[config.mk]
export PLATFORM = sky130hd
export DESIGN_NAME = fetch_ctrl
export DESIGN_NICKNAME = d
export VERILOG_FILES = /design/src/rtl/fetch_ctrl.sv
export SDC_FILE = /design/constraint.sdc
export NUM_CORES = 1
export LEC_CHECK = 0
export CORE_MARGIN = 2
export CORE_UTILIZATION = 49
export CTS_CLUSTER_SIZE = 12
export DETAILED_ROUTE_END_ITERATION = 6
export PLACE_DENSITY = 0.78
export SYNTH_ARGS = -nofsm -noshare
export SYNTH_HDL_FRONTEND = slang
export SYNTH_SLANG_ARGS = --single-unit
[constraint.sdc]
create_clock -name clk -period 2.8 [get_ports clk]
set_input_delay 0.28 -clock clk [delete_from_list [all_inputs] [get_ports clk]]
set_output_delay 0.28 -clock clk [all_outputs]
set_load 0.02 [all_outputs]
[src/rtl/fetch_ctrl.sv]
// fetch_ctrl: fetch sequencer between the PC/branch logic and a variable-latency
// instruction memory. Owns the PC, keeps at most one imem request outstanding,
// and hands each fetched word downstream over a valid/ready handshake. Branch
// redirects squash any in-flight or held fetch.
//
// Ports:
//   clk        rising-edge clock
//   reset      asynchronous active-low reset
//   br_take    redirect request, sampled every cycle
//   br_dest    redirect target, valid with br_take
//   imem_req   fetch request; held until imem_ack
//   imem_addr  fetch address (current PC)
//   imem_ack   imem_rdata valid; ignored unless imem_req=1
//   imem_rdata fetched instruction word
//   if_valid   if_ir/if_npc hold a valid instruction
//   if_ready   downstream accepts the instruction this cycle
//   if_ir      instruction word
//   if_npc     PC of that instruction + STEP
//   fetch_cnt  saturating count of delivered instructions
module fetch_ctrl #(
  parameter int unsigned           WORD     = 32,
  parameter logic [WORD-1:0]       STEP     = WORD'(1),
  parameter logic [WORD-1:0]       RESET_PC = '0,
  parameter int unsigned           CNT_W    = 16
) (
  input  logic             clk,
  input  logic             reset,
  input  logic             br_take,
  input  logic [WORD-1:0]  br_dest,
  output logic             imem_req,
  output logic [WORD-1:0]  imem_addr,
  input  logic             imem_ack,
  input  logic [WORD-1:0]  imem_rdata,
  output logic             if_valid,
  input  logic             if_ready,
  output logic [WORD-1:0]  if_ir,
  output logic [WORD-1:0]  if_npc,
  output logic [CNT_W-1:0] fetch_cnt
);

  typedef enum logic [1:0] {
    IDLE  = 2'd0,
    REQ   = 2'd1,
    HOLD  = 2'd2,
    DRAIN = 2'd3
  } state_e;

  state_e           state_q, state_d;
  logic [WORD-1:0]  pc_q,    pc_d;
  logic [WORD-1:0]  redir_q, redir_d;
  logic [WORD-1:0]  ir_q,    ir_d;
  logic [WORD-1:0]  npc_q,   npc_d;
  logic             valid_q, valid_d;
  logic [CNT_W-1:0] cnt_q,   cnt_d;
  logic [WORD-1:0]  pc_inc;

  // Modulo-2^WORD increment: all-ones PC wraps to zero.
  assign pc_inc = pc_q + STEP;

  always_comb begin
    state_d = state_q;
    pc_d    = pc_q;
    redir_d = redir_q;
    ir_d    = ir_q;
    npc_d   = npc_q;
    valid_d = valid_q;
    cnt_d   = cnt_q;

    unique case (state_q)
      IDLE: begin
        if (br_take) pc_d = br_dest;
        state_d = REQ;
      end

      REQ: begin
        if (imem_ack) begin
          if (br_take) begin
            pc_d    = br_dest;
            state_d = REQ;
          end else begin
            ir_d    = imem_rdata;
            npc_d   = pc_inc;
            pc_d    = pc_inc;
            valid_d = 1'b1;
            state_d = HOLD;
          end
        end else if (br_take) begin
          // The request cannot be withdrawn: pc stays on the outstanding
          // address and the new target waits in redir until the ack.
          redir_d = br_dest;
          state_d = DRAIN;
        end
      end

      HOLD: begin
        if (br_take) begin
          valid_d = 1'b0;
          pc_d    = br_dest;
          state_d = REQ;
        end else if (if_ready) begin
          valid_d = 1'b0;
          if (cnt_q != '1) cnt_d = cnt_q + CNT_W'(1);
          state_d = REQ;
        end
      end

      DRAIN: begin
        if (br_take) redir_d = br_dest;
        if (imem_ack) begin
          pc_d    = br_take ? br_dest : redir_q;
          state_d = REQ;
        end
      end

      default: state_d = IDLE;
    endcase
  end

  always_ff @(posedge clk or negedge reset) begin
    if (!reset) begin
      state_q <= IDLE;
      pc_q    <= RESET_PC;
      redir_q <= '0;
      ir_q    <= '0;
      npc_q   <= '0;
      valid_q <= 1'b0;
      cnt_q   <= '0;
    end else begin
      state_q <= state_d;
      pc_q    <= pc_d;
      redir_q <= redir_d;
      ir_q    <= ir_d;
      npc_q   <= npc_d;
      valid_q <= valid_d;
      cnt_q   <= cnt_d;
    end
  end

  assign imem_req  = (state_q == REQ) || (state_q == DRAIN);
  assign imem_addr = pc_q;
  assign if_valid  = valid_q;
  assign if_ir     = ir_q;
  assign if_npc    = npc_q;
  assign fetch_cnt = cnt_q;

endmodule

==> metrics list <==
- Maximum net fanout on the critical path: 8
* # clock sinks: 147
- The later pin in the worst-skew pair is clocked with a latency of 420 ps.
* Worst slew slack as a fraction of its limit: 51.7%
* Nets@finish: 1027
* Unrepaired setup endpoints after global routing: no
- Sequential cells account for 38.0% of the total power.
* Peak-usage layer in the global routing report: met2
- Warnings from Yosys: 0
- Unique masters post-synth: 59
- Share of synthesized flip-flops with an asynchronous set or reset: 100%
- DR vias: 6446
- H-tree Lvls: 4
* Leading cell types in the layout, fill and taps excluded: sky130_fd_sc_hd__nand2_1 (199), sky130_fd_sc_hd__clkdlybuf4s50_1 (181), sky130_fd_sc_hd__dfrtp_1 (147)
- Internal power summed over all cells: 0.00548 W
* Cell chosen for the clock root: sky130_fd_sc_hd__clkbuf_16
- Post-CTS Setup Inserts: 0
- Clock period minus final worst setup slack: 2400 ps
* Endpoint required time on the critical path: 3090 ps
* Number of buffers created by CTS: 17
- Instance count of the mapped netlist: 765
- Ports: 183
* X dimension of the die: 125 um
- After clock tree synthesis, the flow added hold-fix buffers numbering 1.
- Dividing the final minimum period by the clock period gives 85.6%.
- Post-Place Cells: 1120
- The library cell used most frequently in the layout, excluding fill and tap cells, is sky130_fd_sc_hd__nand2_1.
- The first TritonRoute pass finished after 5 iterations.
- Violation count after the first detailed-route iteration: 575
- Critical Path Sink Type: flip-flop
- Average footprint of a synthesized cell: 9.35 um^2
- Summed over all nets, the switching power comes to 0.00289 W.
- The HPWL after detailed placement is 13900 um.
- Sequential element share of the synthesized area: 51.4%
- Number of vias per cell after detailed routing: 5.60
- Leakage Power: 4.27 nW
* # port buffers: 182
- Final setup TNS: 0 ps
- Global-route wire length before repair: 32800 um
- The post-route netlist has 11.5% of its cells at a drive strength greater than 1.
* Final-report setup violation count: 0
- Power density relative to cell area: 846 nW/um^2
- After clock tree synthesis, the clock-pin slew on the worst setup and hold paths is 60 ps.
* Actual transition at the worst max-transition pin: 720 ps
- At the end of routability-driven placement, the weighted congestion stood at 0.838.
- The run finished with clean final reports.
* GRT met3 Usage: 7.56%
- The final count of hold timing violations was 0.
- Detailed Route WL: 20100 um
* Register bit count reported by yosys: 147
* Main flop type after synthesis: sky130_fd_sc_hd__dfrtp_1
- Global routing usage summed across all routing layers: 26.5%
- Maximum number of pins on one net before global-route repair: 57
- Core footprint: 14400 um^2
* Net count of the mapped netlist: 836
* Met1 track demand over resource: 34.9%
* CTS tree: built
* Combinational share of power: 35.3%
* Drt wl/cell: 17.4 um
- Initial antenna violation count: 0
- Switching fraction of total power: 34.5%
* Met2 track demand over resource: 41.6%
- After the flow finishes, the layout carries non-filler instances totaling 1152.
- The layout has 1150 filler cells.
- Post-synthesis instance area: 7150 um^2
* Longest Clk Path Bufs: 2
* Clock group share of total power: 26.7%
- Initial core utilization: 49.8%
* Min-Delay Path Class: input port to asynchronous set/reset pin
- Category of the worst setup path launch point: flip-flop
* Detailed-route DRC error count: 0
* FP Rows: 44
* Worst vdd rail ir drop: 466 uV
- At the worst endpoint, the arrival time is 2680 ps.
- Layout overhead on the synthesized area: 38.3%
- Global routing finished with a remaining overflow of 0.
* Remaining antenna violation count: 0
- Total die area: 15600 um^2
* Count of antenna diodes in the layout: 0
- The critical path is of the flip-flop to flip-flop type.
- Number of enable-type register cells in the synthesized netlist: 0
- The via count of the first global-routing pass was 6260.
* Highest clock frequency the design can meet: 417 MHz
* Worst-case clock skew: 7.20 ps
- In this run the vertical extent of the chip is 125 um.
- Max-slew violation total from the final report: 0
- Quantity of gates resized following cts: 0
- Number of maximum-capacitance constraint violations: 0
## cell type report
class	instances	area, um^2	share of cell area (%)
well taps	184	230	2.33
inverters	18	67.6	0.683
repair buffers	214	2090	21.1
flip-flops and latches	147	3680	37.2
clock buffers	20	467	4.72
multi-input cells	558	3240	32.8
clock inverters	11	110	1.11
## registers in the layout, indices dropped and copies added, names as in the netlist
register,flops
imem_addr,32
if_npc,32
redir_q,32
if_valid,1
state_q,2
if_ir,32
fetch_cnt,16
## Yosys cell counts (all sizes together), types with 3 or more instances
library cell  number  area, um^2
dfrtp            147        3680
xor2              12         105
inv               18        67.6
o2bb2a            13         131
and3               5        31.3
o21ai             84         424
a21oi             29         145
nor3b              3        22.5
xnor2             31         272
o22ai              6        37.5
and3b              3        26.3
nand2            200         751
buf               10        48.8
a2bb2oi           10        87.6
nor3              14        70.1
a31oi              3        18.8
o211ai             3        22.5
a21o               3        22.5
nand4             12        81.3
nor2              25        93.8
mux2              33         372
nor4               7        50.1
nand3             22         110
mux2i              3        30.0
clkbuf            32         123
and4               6        52.6
or4                4        41.3
## stage by stage
stage          cell area (um^2)  setup slack, ps  power, W  utilization (%)  hold slack, ps
6_report                   9890              403   0.00837             68.8             377
5_1_grt                    9890              369   0.00883             68.8             379
4_1_cts                    9890              451   0.00842             68.8             366
3_5_place_dp               9300              436   0.00615             64.7             278
3_3_place_gp               9300              476   0.00608             64.7             284
2_1_floorplan              7150              499   0.00465                -           -15.6
## power by group through the flow
stage          Clock, W  Sequential [W]  Combinational, W
2_1_floorplan         0         0.00368          0.000972
3_3_place_gp          0         0.00317           0.00291
3_5_place_dp          0         0.00319           0.00296
4_1_cts         0.00227         0.00318           0.00297
5_1_grt         0.00237         0.00327           0.00318
6_report        0.00223         0.00318           0.00296
## cell families after synthesis
| logic type | count (synthesis) | share of synthesized area, % |
|---|---|---|
| multiplexers | 36 | 5.62 |
| AND/OR/NAND/NOR | 312 | 19.8 |
| buffers and inverters | 60 | 3.34 |
| AO/OA/AOI/OAI | 165 | 14.2 |
| flip-flops | 147 | 51.4 |
| XOR/XNOR | 43 | 5.27 |
| adder cells (fa/ha/maj) | 2 | 0.350 |
## path summary, 6_finish.rpt
| kind | from | end | slack [ps] | depth (start not counted) |
|---|---|---|---|---|
| worst min-delay path | reset | imem_addr[13]$_DFFE_PN0P_ | 380 | 2 |
| worst max register to register | imem_addr[6]$_DFFE_PN0P_ | imem_addr[31]$_DFFE_PN0P_ | 400 | 5 |
| min in group clk | imem_rdata[30] | if_ir[30]$_DFFE_PN0P_ | 380 | 3 |
| worst max-delay path | imem_addr[6]$_DFFE_PN0P_ | imem_addr[31]$_DFFE_PN0P_ | 400 | 5 |
| worst min register to register | if_ir[30]$_DFFE_PN0P_ | if_ir[30]$_DFFE_PN0P_ | 470 | 2 |
| max in group asynchronous | reset | redir_q[2]$_DFFE_PN0P_ | 1660 | 3 |
## per-layer routing
metal,share of wire (%),vias up
li1,-,3037
met1,42,3046
met2,46,307
met3,8.5,56
met4,3.2,0
met5,0,-
## critical path, stage by stage (launching register included)
cell and delay [ps]:
sky130_fd_sc_hd__dfrtp_1 470, sky130_fd_sc_hd__nand4_2 200, sky130_fd_sc_hd__or4_4 620, sky130_fd_sc_hd__or4_4 590, sky130_fd_sc_hd__nor3b_1 260, sky130_fd_sc_hd__a211oi_1 120
Power figures use the tool's default switching activity.
